<file path="src/rtl/dds_pkg.sv">
// Shared widths, mode/state encodings, reset defaults and the clamped step helper
// for the DDS sweep controller.
package dds_pkg;

  localparam int M_W     = 13;
  localparam int A_W     = 11;
  localparam int DWELL_W = 16;

  localparam logic [M_W-1:0] M_DEFAULT     = 13'd164;
  localparam logic [A_W-1:0] A_DEFAULT     = 11'd1000;
  localparam logic [1:0]     SHAPE_DEFAULT = 2'd0;

  localparam logic [1:0] MODE_SINGLE = 2'b00;
  localparam logic [1:0] MODE_SAW    = 2'b01;
  localparam logic [1:0] MODE_TRI    = 2'b10;

  localparam logic [0:0] ST_IDLE  = 1'b0;
  localparam logic [0:0] ST_DWELL = 1'b1;

  // Move cur by step toward bound (up or down) and stop at bound. The extra
  // bit keeps the sum/borrow visible so the result never wraps mod 2^M_W.
  function automatic logic [M_W-1:0] clamp_step(input logic [M_W-1:0] cur,
                                                input logic [M_W-1:0] step,
                                                input logic [M_W-1:0] bound,
                                                input logic           up);
    logic [M_W:0] sum;
    logic [M_W:0] diff;
    sum  = {1'b0, cur} + {1'b0, step};
    diff = {1'b0, cur} - {1'b0, step};
    if (up)
      return (sum > {1'b0, bound}) ? bound : sum[M_W-1:0];
    else
      return (diff[M_W] || (diff < {1'b0, bound})) ? bound : diff[M_W-1:0];
  endfunction

endpackage

</file>
<file path="src/rtl/dds_sweep_controller_step_calc.sv">
// Combinational next-tuning-word logic: stepping, clamping at the endpoint being
// approached, and the saw/triangle turn-around behaviour.
module sweep_step_calc
  import dds_pkg::*;
(
  input  logic [M_W-1:0] cur,
  input  logic [M_W-1:0] step,
  input  logic [M_W-1:0] m_start,
  input  logic [M_W-1:0] m_stop,
  input  logic           dir,
  input  logic [1:0]     mode,
  output logic [M_W-1:0] next_m,
  output logic           next_dir,
  output logic           at_end
);

  logic [M_W-1:0] hi;
  logic [M_W-1:0] lo;
  logic [M_W-1:0] target;
  logic [M_W-1:0] other;

  // dir=1 climbs toward the larger endpoint, dir=0 falls toward the smaller one,
  // so the endpoint being approached follows from dir alone.
  always_comb begin
    hi       = (m_start >= m_stop) ? m_start : m_stop;
    lo       = (m_start >= m_stop) ? m_stop  : m_start;
    target   = dir ? hi : lo;
    other    = dir ? lo : hi;
    at_end   = (cur == m_stop);
    next_dir = dir;
    next_m   = clamp_step(cur, step, target, dir);
    if (cur == target) begin
      case (mode)
        MODE_SAW: next_m = m_start;
        MODE_TRI: begin
          next_dir = ~dir;
          next_m   = clamp_step(cur, step, other, ~dir);
        end
        default:  next_m = cur;
      endcase
    end
  end

endmodule

</file>
<file path="src/rtl/dds_sweep_controller.sv">
// Run-time DDS sequencer: idles on static settings, runs a programmed linear
// tuning-word sweep (single, sawtooth, triangle) with a per-value dwell.
//
// state    | meaning
// ---------+-----------------------------------------------------------
// ST_IDLE  | outputs held, waiting for an accepted start
// ST_DWELL | sweep running, phase_M held for dwell+1 cycles per value
module dds_sweep_controller
  import dds_pkg::*;
(
  input  logic               clk,
  input  logic               rst,
  input  logic               start,
  input  logic               abort,
  input  logic [M_W-1:0]     cfg_m_start,
  input  logic [M_W-1:0]     cfg_m_stop,
  input  logic [M_W-1:0]     cfg_m_step,
  input  logic [DWELL_W-1:0] cfg_dwell,
  input  logic [1:0]         cfg_mode,
  input  logic [A_W-1:0]     cfg_amp,
  input  logic [1:0]         cfg_shape,
  output logic [M_W-1:0]     phase_M,
  output logic [A_W-1:0]     signal_A,
  output logic [1:0]         signal_shape,
  output logic               busy,
  output logic               done,
  output logic               cfg_err
);

  logic [0:0]         state;
  logic               dir;
  logic [DWELL_W-1:0] dwell_cnt;
  logic [DWELL_W-1:0] dwell_q;
  logic [M_W-1:0]     m_start_q;
  logic [M_W-1:0]     m_stop_q;
  logic [M_W-1:0]     step_q;
  logic [1:0]         mode_q;

  logic [M_W-1:0]     next_m;
  logic               next_dir;
  logic               at_end;

  sweep_step_calc u_step (
    .cur      (phase_M),
    .step     (step_q),
    .m_start  (m_start_q),
    .m_stop   (m_stop_q),
    .dir      (dir),
    .mode     (mode_q),
    .next_m   (next_m),
    .next_dir (next_dir),
    .at_end   (at_end)
  );

  // FSM, dwell counter, latched sweep configuration and output registers.
  always_ff @(posedge clk) begin
    if (!rst) begin
      state        <= ST_IDLE;
      dir          <= 1'b1;
      dwell_cnt    <= '0;
      dwell_q      <= '0;
      m_start_q    <= '0;
      m_stop_q     <= '0;
      step_q       <= '0;
      mode_q       <= MODE_SINGLE;
      phase_M      <= M_DEFAULT;
      signal_A     <= A_DEFAULT;
      signal_shape <= SHAPE_DEFAULT;
      busy         <= 1'b0;
      done         <= 1'b0;
      cfg_err      <= 1'b0;
    end else begin
      done    <= 1'b0;
      cfg_err <= 1'b0;
      case (state)
        ST_IDLE: begin
          if (start && !abort) begin
            if (cfg_m_step == '0) begin
              cfg_err <= 1'b1;
            end else begin
              m_start_q    <= cfg_m_start;
              m_stop_q     <= cfg_m_stop;
              step_q       <= cfg_m_step;
              dwell_q      <= cfg_dwell;
              // Encoding 11 is folded into single so the step logic sees three modes.
              mode_q       <= ((cfg_mode == MODE_SAW) || (cfg_mode == MODE_TRI)) ?
                              cfg_mode : MODE_SINGLE;
              dir          <= (cfg_m_start <= cfg_m_stop);
              phase_M      <= cfg_m_start;
              signal_A     <= cfg_amp;
              signal_shape <= cfg_shape;
              busy         <= 1'b1;
              dwell_cnt    <= '0;
              state        <= ST_DWELL;
            end
          end
        end
        default: begin
          if (abort) begin
            state     <= ST_IDLE;
            busy      <= 1'b0;
            dwell_cnt <= '0;
          end else if (dwell_cnt == dwell_q) begin
            dwell_cnt <= '0;
            if (at_end && (mode_q == MODE_SINGLE)) begin
              state <= ST_IDLE;
              busy  <= 1'b0;
              done  <= 1'b1;
            end else begin
              phase_M <= next_m;
              dir     <= next_dir;
            end
          end else begin
            dwell_cnt <= dwell_cnt + 1'b1;
          end
        end
      endcase
    end
  end

endmodule

</file>
<file path="config.mk">
export PLATFORM = sky130hd
export DESIGN_NAME = dds_sweep_controller
export DESIGN_NICKNAME = d
export VERILOG_FILES = /design/src/rtl/dds_pkg.sv /design/src/rtl/dds_sweep_controller_step_calc.sv /design/src/rtl/dds_sweep_controller.sv
export SDC_FILE = /design/constraint.sdc
export NUM_CORES = 1
export LEC_CHECK = 0
export CAP_MARGIN = 15
export CORE_ASPECT_RATIO = 1.4
export CORE_MARGIN = 5
export CORE_UTILIZATION = 29
export CTS_CLUSTER_SIZE = 8
export DETAILED_ROUTE_END_ITERATION = 6
export GPL_ROUTABILITY_DRIVEN = 0
export SKIP_LAST_GASP = 1
export SLEW_MARGIN = 25
export SYNTH_ARGS = -nofsm -noshare
export SYNTH_HDL_FRONTEND = slang
export SYNTH_SLANG_ARGS = --single-unit
</file>
<file path="constraint.sdc">
create_clock -name clk -period 8.6 [get_ports clk]
set_input_delay 2.58 -clock clk [delete_from_list [all_inputs] [get_ports clk]]
set_output_delay 2.58 -clock clk [all_outputs]
set_load 0.1 [all_outputs]
</file>
==> out/results.tsv <==
stage	metric	value	unit
outcome	outcome	finished, final reports clean	
worst_setup_path	crit_arrival	6.28	ns
global_route	grt_pass1_vias	9778	
cts	cts_sinks	104	
drt	avgViaCountPerCell	5.45	
cells_and_area	layout-drive-gt1-share	5.33	%
yosys	synth_seq_cells	104	
min_path	holdPathStages	2	
yosys	synth_common_cells	163 x nand2_1, 104 x dfxtp_1, 102 x nor2_1	
cts	cts_hold_buf	0	
yosys	synthMuxAreaShare	4.93	%
yosys	synth_compound_area_share	25.5	%
cells_and_area	filler_cell_count	3518	
yosys	synthFlopType	dfxtp_1	
timing	period_minus_slack	6.02	ns
timing	timing.final.crit_share	70.0	%
cts	tritoncts	done	
pwr	peakVddDrop	107	uV
cts	cts_buffers	9	
global_route	grt_pass1_wl	55400	um
cells_and_area	antenna_cells	0	
timing	clock_skew	0.0131	ns
timing	setup_viol	0	
drt	drt-total-wl	35900	um
min_path	min_path_type	register to register	
yosys	synth_top_area_share	21.6	%
yosys	synth_fp_nets	1441	
cts	root_buffer	clkbuf_16	
cts	clk_latency	0.37	ns
cells_and_area	register_area	2080	um2
yosys	synth_warnings	0	
drt	firstDrtPassIters	5	
worst_setup_path	worstPathMaxFanout	13	
yosys	synth_edf_count	0	
cts	htreeDepth	3	
yosys	synth_area	9650	um2
timing	worstMarginPinSlew	1.06	ns
flow_run	max_cap_violations	0	
drt	ant_nets	0	
cells_and_area	multiInputGateArea	6910	um2
global_route	grt-ovfl-total	0	
worst_setup_path	required	8.86	ns
placement	dp_cells	1762	
yosys	yosys.area_share.adder	12.9	%
cells_and_area	final_cells	1778	
floorplanning	die_w	164	um
pwr	power_leakage	0.00441	uW
cts	path_clk_slew	0.08	ns
drt	detail_route.wl_per_cell	20.2	um
yosys	syn_inst	1271	
drt	drt_iter0_markers	774	
pwr	total_power	2020	uW
yosys	ys_seq_area_share	21.6	%
floorplanning	die_area	37100	um2
yosys	syn_avg_cell_area	7.59	um2
cts	clockBufferDepth	2	
drt	vias	9694	
timing	hold_viol	0	
worst_setup_path	worst_setup_path_start_kind	register	
global_route	antenna_found_initial	0	
drt	remaining_drc_errors	0	
yosys	synth-xor-area-share	6.90	%
cts	cts_resized	0	
yosys	synth_top_family_by_area	compound AO/OA/AOI/OAI gates	
floorplanning	fp-row-count	79	
floorplanning	ios	103	
floorplanning	fp.dieH	226	um
floorplanning	core-area	33100	um2
timing	relSlewSlack	29.3	%
timing	fin_setup_tns	0	ns
timing	max_freq	0.166	GHz
worst_setup_path	worst-setup-path-type	register to register	
yosys	synth.largest_area_cell	dfxtp_1	
global_route	grt_start_max_net_pins	94	
timing	final-max-slew-violation-count	0	
yosys	postSynth.asyncResetShare	0	%
yosys	yosysUniqueCellTypes	95	
floorplanning	initial_core_util	29.2	%
worst_setup_path	reg2reg_depth	22	
timing	rsz0062_at_grt	no	
yosys	yosysMostFrequentCell	nand2_1	
cts	cts_setup_buffers	0	
placement	io_buffers	102	
cells_and_area	finalNetCount	1498	
placement	hpwlAfterDp	28800	um
worst_setup_path	endpoint_kind	register	
global_route	grtUsageTotal	19.2	%
cells_and_area	area_growth	17.3	%
yosys	yosys.area_share.simple	21.2	%
yosys	synthTopCellsByArea	dfxtp_1 22%, ha_1 12%, nand2_1 6.3%, mux2i_1 4.1%, a21boi_0 4.0%	
pwr	cellPowerDensity	179	nW/um2
==> cell type report <==
type / count / share of cell area (%)
inverters: 97 / 3.21
repair buffers: 116 / 9.90
clock buffers: 9 / 1.99
clock inverters: 7 / 0.563
multi-input cells: 1000 / 61.0
flip-flops and latches: 104 / 18.4
well taps: 445 / 4.92
==> cells by family after synthesis <==
logic type	Yosys count
mux	45
xor+xnor	76
flops	104
compound gates	348
fa+ha+maj	99
simple gates	432
buf+inv	167
==> routing by layer <==
layer	vias to the layer above	GRT usage, %	share of wire, %
li1	4595	-	-
met1	4529	20.8	36
met2	424	34.4	51
met3	146	2.43	5.6
met4	0	12.8	7.3
met5	-	0	0
==> registers in the layout, indices dropped and copies added (netlist names) <==
| signal | cells |
|---|---|
| dwell_cnt | 16 |
| dwell_q | 16 |
| m_start_q | 13 |
| m_stop_q | 13 |
| phase_M | 13 |
| step_q | 13 |
| signal_A | 11 |
| mode_q | 2 |
| signal_shape | 2 |
| busy | 1 |
| cfg_err | 1 |
| dir | 1 |
| done | 1 |
| state | 1 |
==> power breakdown <==
group	leakage [uW]	internal, uW	switching [uW]
registers	0.000849	504	47.0
logic	0.00342	385	673
clock network	0.000141	203	210
==> stage by stage <==
step | utilization, % | worst slack (ns) | hold slack (ns) | instance area (um2)
final | 34.2 | 2.58 | 0.466 | 11300
after global routing | 34.2 | 2.26 | 0.493 | 11300
after CTS | 34.2 | 2.71 | 0.469 | 11300
after detailed placement | 33.3 | 2.75 | 0.459 | 11000
after global placement | 33.3 | 2.44 | 0.451 | 11000
after floorplan | - | 2.84 | 0.441 | 9650
==> cell usage in the layout (no fill, tap or decap), drive strengths merged, types with 9 or more instances in the layout <==
| master | synthesis | final |
|---|---|---|
| a22oi | 9 | 9 |
| nand2 | 165 | 165 |
| nor2b | 33 | 33 |
| nand4 | 17 | 17 |
| mux2i | 44 | 44 |
| inv | 96 | 99 |
| a21boi | 53 | 53 |
| a32oi | 12 | 12 |
| and2 | 9 | 9 |
| nor3 | 24 | 24 |
| a211oi | 18 | 18 |
| xor2 | 39 | 39 |
| ha | 94 | 94 |
| clkbuf | 53 | 9 |
| a21oi | 75 | 75 |
| dfxtp | 104 | 104 |
| o21a | 9 | 9 |
| nor4 | 11 | 11 |
| nand2b | 17 | 17 |
| o21ai | 67 | 67 |
| buf | 17 | 15 |
| nand3 | 24 | 24 |
| xnor2 | 37 | 37 |
| a21o | 15 | 15 |
| clkdlybuf4s50 | 0 | 101 |
| nor2 | 104 | 104 |
==> critical path: stages, from the launching register on <==
cell and delay [ns]:
dfxtp_1 0.73, ha_1 0.35, nand2b_1 0.18, a221oi_1 0.39, o211ai_1 0.15, a21o_1 0.19
a32oi_1 0.56, inv_1 0.19, ha_1 0.36, a21o_1 0.18, a21o_1 0.17, a21oi_1 0.13
o21ai_0 0.10, a21o_1 0.18, a211o_1 0.28, a21oi_1 0.51, buf_4 0.33, nor2_1 0.05
o21ai_0 0.15, o21ai_0 0.11, a221oi_1 0.27, a21oi_1 0.10, or2_1 0.23
==> final timing paths <==
kind         slack [ns]          end        start
min                0.47  signal_A[2]  signal_A[2]
max reg2reg        2.58   phase_M[5]   phase_M[1]
min reg2reg        0.47  signal_A[2]  signal_A[2]
max                2.58   phase_M[5]   phase_M[1]
Note: power is estimated with default switching activity, not from simulation.
